`config.mk`:
```
export PLATFORM = sky130hd
export DESIGN_NAME = sb_request_scheduler_flat
export DESIGN_NICKNAME = d
export VERILOG_FILES = /design/src/rtl/sb_request_scheduler_pkg.sv /design/src/rtl/sb_request_scheduler_if.sv /design/src/rtl/sb_request_scheduler_rr_arb.sv /design/src/rtl/sb_request_scheduler.sv /design/src/flat_wrapper.sv
export SDC_FILE = /design/constraint.sdc
export NUM_CORES = 1
export LEC_CHECK = 0
export CAP_MARGIN = 20
export CORE_ASPECT_RATIO = 1.4
export CORE_MARGIN = 1
export CORE_UTILIZATION = 51
export CTS_CLUSTER_SIZE = 20
export DETAILED_ROUTE_END_ITERATION = 10
export PLACE_DENSITY = 0.79
export REMOVE_ABC_BUFFERS = 1
export SYNTH_ARGS = -nofsm -noshare
export SYNTH_HDL_FRONTEND = slang
export SYNTH_HIERARCHICAL = 1
export SYNTH_SLANG_ARGS = --single-unit
```
`constraint.sdc`:
```
create_clock -name clk -period 3.05 [get_ports clk]
set_clock_uncertainty 0.1 [all_clocks]
set_input_delay 0.61 -clock clk [delete_from_list [all_inputs] [get_ports clk]]
set_output_delay 0.61 -clock clk [all_outputs]
set_load 0.1 [all_outputs]
```
`src/rtl/sb_request_scheduler_pkg.sv`:
```
// Shared types for the sideband request scheduler: FSM states, cmd_sel codes,
// pend bit positions and the round-robin successor helper.
package usb4_sb_sched_pkg;

  typedef enum logic [1:0] {
    IDLE      = 2'd0,
    ISSUE     = 2'd1,
    WAIT_DONE = 2'd2
  } state_t;

  localparam logic [1:0] SEL_ERR = 2'd0;
  localparam logic [1:0] SEL_WR  = 2'd1;
  localparam logic [1:0] SEL_RD  = 2'd2;
  localparam logic [1:0] SEL_TV  = 2'd3;

  // pend bit index equals the cmd_sel code of the same source
  localparam int PEND_ERR = 0;
  localparam int PEND_WR  = 1;
  localparam int PEND_RD  = 2;
  localparam int PEND_TV  = 3;

  function automatic logic [1:0] rr_next(input logic [1:0] sel);
    case (sel)
      SEL_WR:  return SEL_RD;
      SEL_RD:  return SEL_TV;
      default: return SEL_WR;
    endcase
  endfunction

endpackage

```
`src/rtl/sb_request_scheduler_if.sv`:
```
// Command handshake between the scheduler (master) and the transaction engine (slave).
interface sb_request_scheduler_if;
  logic       cmd_valid;
  logic [1:0] cmd_sel;
  logic       cmd_ready;
  logic       cmd_done;

  modport master (output cmd_valid, cmd_sel, input cmd_ready, cmd_done);
  modport slave  (input cmd_valid, cmd_sel, output cmd_ready, cmd_done);
endinterface

```
`src/rtl/sb_request_scheduler_rr_arb.sv`:
```
// Combinational pick: error always wins, otherwise round-robin over
// write/read/t_valid starting at rr_ptr.
module sb_rr_arb
  import usb4_sb_sched_pkg::*;
(
  input  logic [3:0] pend,
  input  logic [1:0] rr_ptr,
  output logic [1:0] grant_sel,
  output logic [1:0] next_ptr
);

  logic [1:0] c0, c1, c2;

  assign c0 = rr_ptr;
  assign c1 = rr_next(c0);
  assign c2 = rr_next(c1);

  always_comb begin
    grant_sel = SEL_ERR;
    next_ptr  = rr_ptr;
    if (!pend[PEND_ERR]) begin
      if (pend[c0]) begin
        grant_sel = c0;
        next_ptr  = rr_next(c0);
      end else if (pend[c1]) begin
        grant_sel = c1;
        next_ptr  = rr_next(c1);
      end else if (pend[c2]) begin
        grant_sel = c2;
        next_ptr  = rr_next(c2);
      end
    end
  end

endmodule

```
`src/rtl/sb_request_scheduler.sv`:
```
// Latches sideband event pulses as pending requests and issues them one at a
// time to the shared engine. Define SB_SCHED_TIMEOUT_EN to build the WAIT_DONE timeout.
module sb_request_scheduler
  import usb4_sb_sched_pkg::*;
#(
  parameter int TIMEOUT_CYC = 255,
  parameter int TO_W        = 8
) (
  input  logic                   clk,
  input  logic                   reset,
  input  logic                   s_read_pul,
  input  logic                   s_write_pul,
  input  logic                   trans_error_pul,
  input  logic                   t_valid_pul,
  sb_request_scheduler_if.master cmd,
  output logic [3:0]             pend,
  output logic                   busy,
  output logic                   overrun,
  output logic                   timeout
);

  state_t     state;
  logic [1:0] rr_ptr, grant_sel, next_ptr;
  logic [3:0] pul, clr;
  logic       expire;

  assign pul = {t_valid_pul, s_read_pul, s_write_pul, trans_error_pul};

  always_comb begin
    clr = '0;
    if (state == ISSUE && cmd.cmd_ready) clr[cmd.cmd_sel] = 1'b1;
  end

  sb_rr_arb u_arb (
    .pend      (pend),
    .rr_ptr    (rr_ptr),
    .grant_sel (grant_sel),
    .next_ptr  (next_ptr)
  );

  // A pulse on the clearing edge re-arms the flag without counting as overrun.
  always_ff @(posedge clk or posedge reset) begin
    if (reset) begin
      pend    <= '0;
      overrun <= 1'b0;
    end else begin
      pend    <= (pend & ~clr) | pul;
      overrun <= |(pul & pend & ~clr);
    end
  end

`ifdef SB_SCHED_TIMEOUT_EN
  logic [TO_W-1:0] cnt;

  assign expire = (cnt == TO_W'(TIMEOUT_CYC - 1)) && !cmd.cmd_done;

  always_ff @(posedge clk or posedge reset) begin
    if (reset) begin
      cnt     <= '0;
      timeout <= 1'b0;
    end else begin
      timeout <= (state == WAIT_DONE) && expire;
      cnt     <= (state == WAIT_DONE) ? cnt + 1'b1 : '0;
    end
  end
`else
  logic unused_cfg;

  assign unused_cfg = ^{TIMEOUT_CYC, TO_W};
  assign expire     = 1'b0;
  assign timeout    = 1'b0;
`endif

  always_ff @(posedge clk or posedge reset) begin
    if (reset) begin
      state         <= IDLE;
      cmd.cmd_valid <= 1'b0;
      cmd.cmd_sel   <= SEL_ERR;
      busy          <= 1'b0;
      rr_ptr        <= SEL_WR;
    end else begin
      case (state)
        IDLE: if (|pend) begin
          cmd.cmd_sel   <= grant_sel;
          rr_ptr        <= next_ptr;
          cmd.cmd_valid <= 1'b1;
          busy          <= 1'b1;
          state         <= ISSUE;
        end
        ISSUE: if (cmd.cmd_ready) begin
          cmd.cmd_valid <= 1'b0;
          state         <= WAIT_DONE;
        end
        WAIT_DONE: if (cmd.cmd_done || expire) begin
          busy  <= 1'b0;
          state <= IDLE;
        end
        default: state <= IDLE;
      endcase
    end
  end

endmodule

```
`src/flat_wrapper.sv`:
```
// flat-port wrapper written by rule: the top's interface ports become plain ports
module sb_request_scheduler_flat import usb4_sb_sched_pkg::*;
#(
  parameter int TIMEOUT_CYC = 255,
  parameter int TO_W        = 8
)
  (clk, reset, s_read_pul, s_write_pul, trans_error_pul, t_valid_pul, pend, busy, overrun, timeout, cmd_cmd_valid, cmd_cmd_sel, cmd_cmd_ready, cmd_cmd_done);
  sb_request_scheduler_if cmd_i ();
  input  logic clk;
  input  logic reset;
  input  logic s_read_pul;
  input  logic s_write_pul;
  input  logic trans_error_pul;
  input  logic t_valid_pul;
  output logic [3:0] pend;
  output logic busy;
  output logic overrun;
  output logic timeout;
  output wire logic [$bits(cmd_i.cmd_valid)-1:0] cmd_cmd_valid;
  output wire logic [$bits(cmd_i.cmd_sel)-1:0] cmd_cmd_sel;
  input wire logic [$bits(cmd_i.cmd_ready)-1:0] cmd_cmd_ready;
  input wire logic [$bits(cmd_i.cmd_done)-1:0] cmd_cmd_done;
  assign cmd_cmd_valid = cmd_i.cmd_valid;
  assign cmd_cmd_sel = cmd_i.cmd_sel;
  assign cmd_i.cmd_ready = cmd_cmd_ready;
  assign cmd_i.cmd_done = cmd_cmd_done;
  sb_request_scheduler #(.TIMEOUT_CYC(TIMEOUT_CYC), .TO_W(TO_W)) u_core (.clk(clk), .reset(reset), .s_read_pul(s_read_pul), .s_write_pul(s_write_pul), .trans_error_pul(trans_error_pul), .t_valid_pul(t_valid_pul), .cmd(cmd_i), .pend(pend), .busy(busy), .overrun(overrun), .timeout(timeout));
endmodule
```
==> impl_metrics.env <==
export IMPL_total_leakage_power_uw=0.000504
export IMPL_synth_cells=94
export IMPL_worst_r2r_cell_count=7
export IMPL_synth_top_cells_by_count="12 x dfrtp_1, 9 x nand2_1, 7 x a21oi_1, 7 x inv_1, 6 x o21ai_0"
export IMPL_drt_pass1_iterations=4
export IMPL_post_drt_wl_per_cell_um=14.5
export IMPL_cts_h_tree_depth=1
export IMPL_netlist_top_cells_area="dfrtp_1 31%, mux2_4 6.2%, mux4_1 5.4%, ha_1 5.2%, a21oi_1 3.6%"
export IMPL_sequential_fraction_of_the_synthesis_area=0.337
export IMPL_gpl_final_weighted_congestion=0.745
export IMPL_final_period_utilization=0.852
export IMPL_max_cap_violations=0
export IMPL_power_density_nw_per_um2=1070
export IMPL_r2r_setup_slack_ns=0.45
export IMPL_global_route_overflow_total=0
export IMPL_die_height_um=53.6
export IMPL_detail_route_wirelength_um=1900
export IMPL_global_route_wire_length_before_repair_um=3090
export IMPL_clock_tree_root_cell="clkbuf_4"
export IMPL_critical_path_arrival_ns=2.67
export IMPL_initial_utilization=0.545
export IMPL_place_hpwl_um=1400
export IMPL_rsz_0062_raised_after_global_routing="false"
export IMPL_syn_cell_area_um2=970
export IMPL_tritoncts="built"
export IMPL_grt_total_usage=0.217
export IMPL_post_cts_setup_buffers=0
export IMPL_detailedRoute_firstIterationViolations=14
export IMPL_setup_violations=0
export IMPL_synth_lib_cells_used_distinct=33
export IMPL_synth_top_area_cell="dfrtp_1"
export IMPL_outcome="finished clean"
export IMPL_placement_io_buffers=16
export IMPL_max_slew_worst_pin_slew_ns=0.514
export IMPL_postSynthRegisterBits=13
export IMPL_final_layout_size_suffix_gt1_frac=0.234
export IMPL_regToRegStartpoint="u_core/rr_ptr[0]"
export IMPL_routed_via_count=788
export IMPL_final_setup_tns_ns=0
export IMPL_route_detailed_drc=0
export IMPL_synth_most_common_cell="dfrtp_1"
export IMPL_final_setup_worst_slack_ns=0.451
export IMPL_io_pins=18
export IMPL_clock_sinks=13
export IMPL_first_global_vias=703
export IMPL_max_freq_mhz=385
export IMPL_finalNetCount=124
export IMPL_cts_max_path_buffers=2
export IMPL_ir_drop_mv=0.542
export IMPL_number_of_enable_flip_flop_cells_after_synthesis=0
export IMPL_setup_crit_path_kind="flip-flop to flip-flop"
export IMPL_cts_buffers=3
export IMPL_yosys_area_top_type_share=0.310
export IMPL_critPathMaxFanout=9
export IMPL_floorplan_die_area_um2=2080
export IMPL_chipWidth_um=38.9
export IMPL_dp_worst_setup_slack_ns=0.459
export IMPL_timing_hold_worst_class="flip-flop to flip-flop"
export IMPL_startpoint="u_core/rr_ptr[0]"
export IMPL_post_route_min_period_ns=2.60
export IMPL_final_max_slew_viol_count=0
export IMPL_worstReg2RegEnd="u_core/rr_ptr[1]"
export IMPL_hold_path_endpoint="u_core/cmd.cmd_valid"
export IMPL_core_area_um2=1780
export IMPL_pin_count_of_the_biggest_net_entering_global_routing=16
export IMPL_grt_antenna_before_repair=0
export IMPL_cp_end_kind="flip-flop"
export IMPL_worst_ep_required_time_ns=3.13
export IMPL_timing_slew_headroom=0.657
export IMPL_area_delta_synth_final_pct=16.9
export IMPL_cp_start_kind="flip-flop"
export IMPL_synthesis_yosys_warnings=6
export IMPL_dominantRegCellSynth="dfrtp_1"
export IMPL_antenna_violating_nets_post_route=0
export IMPL_hold_depth=1
export IMPL_routed_vias_inst=6.02
export IMPL_antenna_cells_inserted=0
export IMPL_hold_bufs_inserted_after_cts=0
export IMPL_clkSlewWorstSetupHoldPaths_ns=0.08
export IMPL_min_from="u_core/cmd.cmd_valid"
export IMPL_rows=18
export IMPL_finalHoldViolations=0
export IMPL_synth_async_sr_flop_share=1.00
export IMPL_number_of_cells_upsized_or_downsized_after_cts=0
export IMPL_synthesis_area_per_instance_um2=10.3
export IMPL_latest_clock_arrival_within_the_worst_skew_pair_ns=0.28
per-stage QoR:
stage,instances,util,power [uW],hold WS (ns),cell area [um^2]
after floorplan,91,-,947,0.386,943
after global placement,127,0.622,1080,0.378,1110
after detailed placement,127,0.622,1100,0.370,1110
after CTS,131,0.637,1220,0.390,1130
after global routing,131,0.637,1290,0.400,1130
final,131,0.637,1210,0.385,1130
layout make-up:
class	instances	area [um^2]
Clock buffer	3	22.5
Clock inverter	1	5.00
Fill cell	158	646
Inverter	7	26.3
Multi-Input combinational cell	71	591
Sequential cell	13	327
Tap cell	20	25.0
Timing Repair Buffer	16	138
cells by family (layout without fill, tap and decap cells):
group | count (synthesis) | in the layout | synth area share
simple gates | 28 | 28 | 0.163
compound gates | 26 | 26 | 0.197
flops | 13 | 13 | 0.337
mux | 12 | 12 | 0.194
buf+inv | 10 | 27 | 0.0542
fa+ha+maj | 4 | 4 | 0.0516
other cells | 1 | 1 | 0.00387
worst max-delay path by stage:
stage                                  to  slack [ns]  cells past startpoint
floorplan                u_core/rr_ptr[1]        0.62                      7
detailed placement       u_core/rr_ptr[1]        0.46                      7
global route             u_core/rr_ptr[1]        0.31                      7
global placement    u_core/cmd.cmd_sel[0]        0.54                      6
finish                   u_core/rr_ptr[1]        0.45                      7
CTS                      u_core/rr_ptr[1]        0.44                      7
power by group:
part,leakage (uW),internal (uW),switching [uW]
Combinational,0.000347,292,468
Sequential,0.000139,235,107
Clock,0.0000177,48.8,61.5
placed cells by master (no fill, tap or decap), drive strengths merged, types with 4 or more instances in the layout:
cell type      count
a21oi              7
buf                9
clkdlybuf4s50      7
dfrtp             12
ha                 4
inv                7
mux2               6
nand2              9
nand2b             4
nor2               4
nor2b              4
o21ai              6
worst max-delay path, cell delays in order (launching register included):
cell and delay, ns:
dfstp_2 0.64, inv_1 0.10, ha_1 0.41, mux4_2 0.58
mux2i_1 0.14, o21ai_0 0.15, a22oi_1 0.09, mux2_4 0.28
state kept, by name, indices dropped and copies added, names as in the netlist:
register              cells
u_core/state              2
u_core/busy               1
u_core/pend               4
u_core/cmd.cmd_sel        2
u_core/rr_ptr             2
u_core/overrun            1
u_core/cmd.cmd_valid      1
layer usage:
layer / vias up / share of wire / routed length [um] / global-route usage
li1: 377 / - / - / -
met4: 0 / 0.012 / 23 / 0.0690
met5: - / 0 / 0 / 0
met1: 391 / 0.42 / 798 / 0.264
met3: 2 / 0.028 / 54 / 0.0372
met2: 18 / 0.54 / 1020 / 0.381
Note: power is estimated with default switching activity, not from simulation.
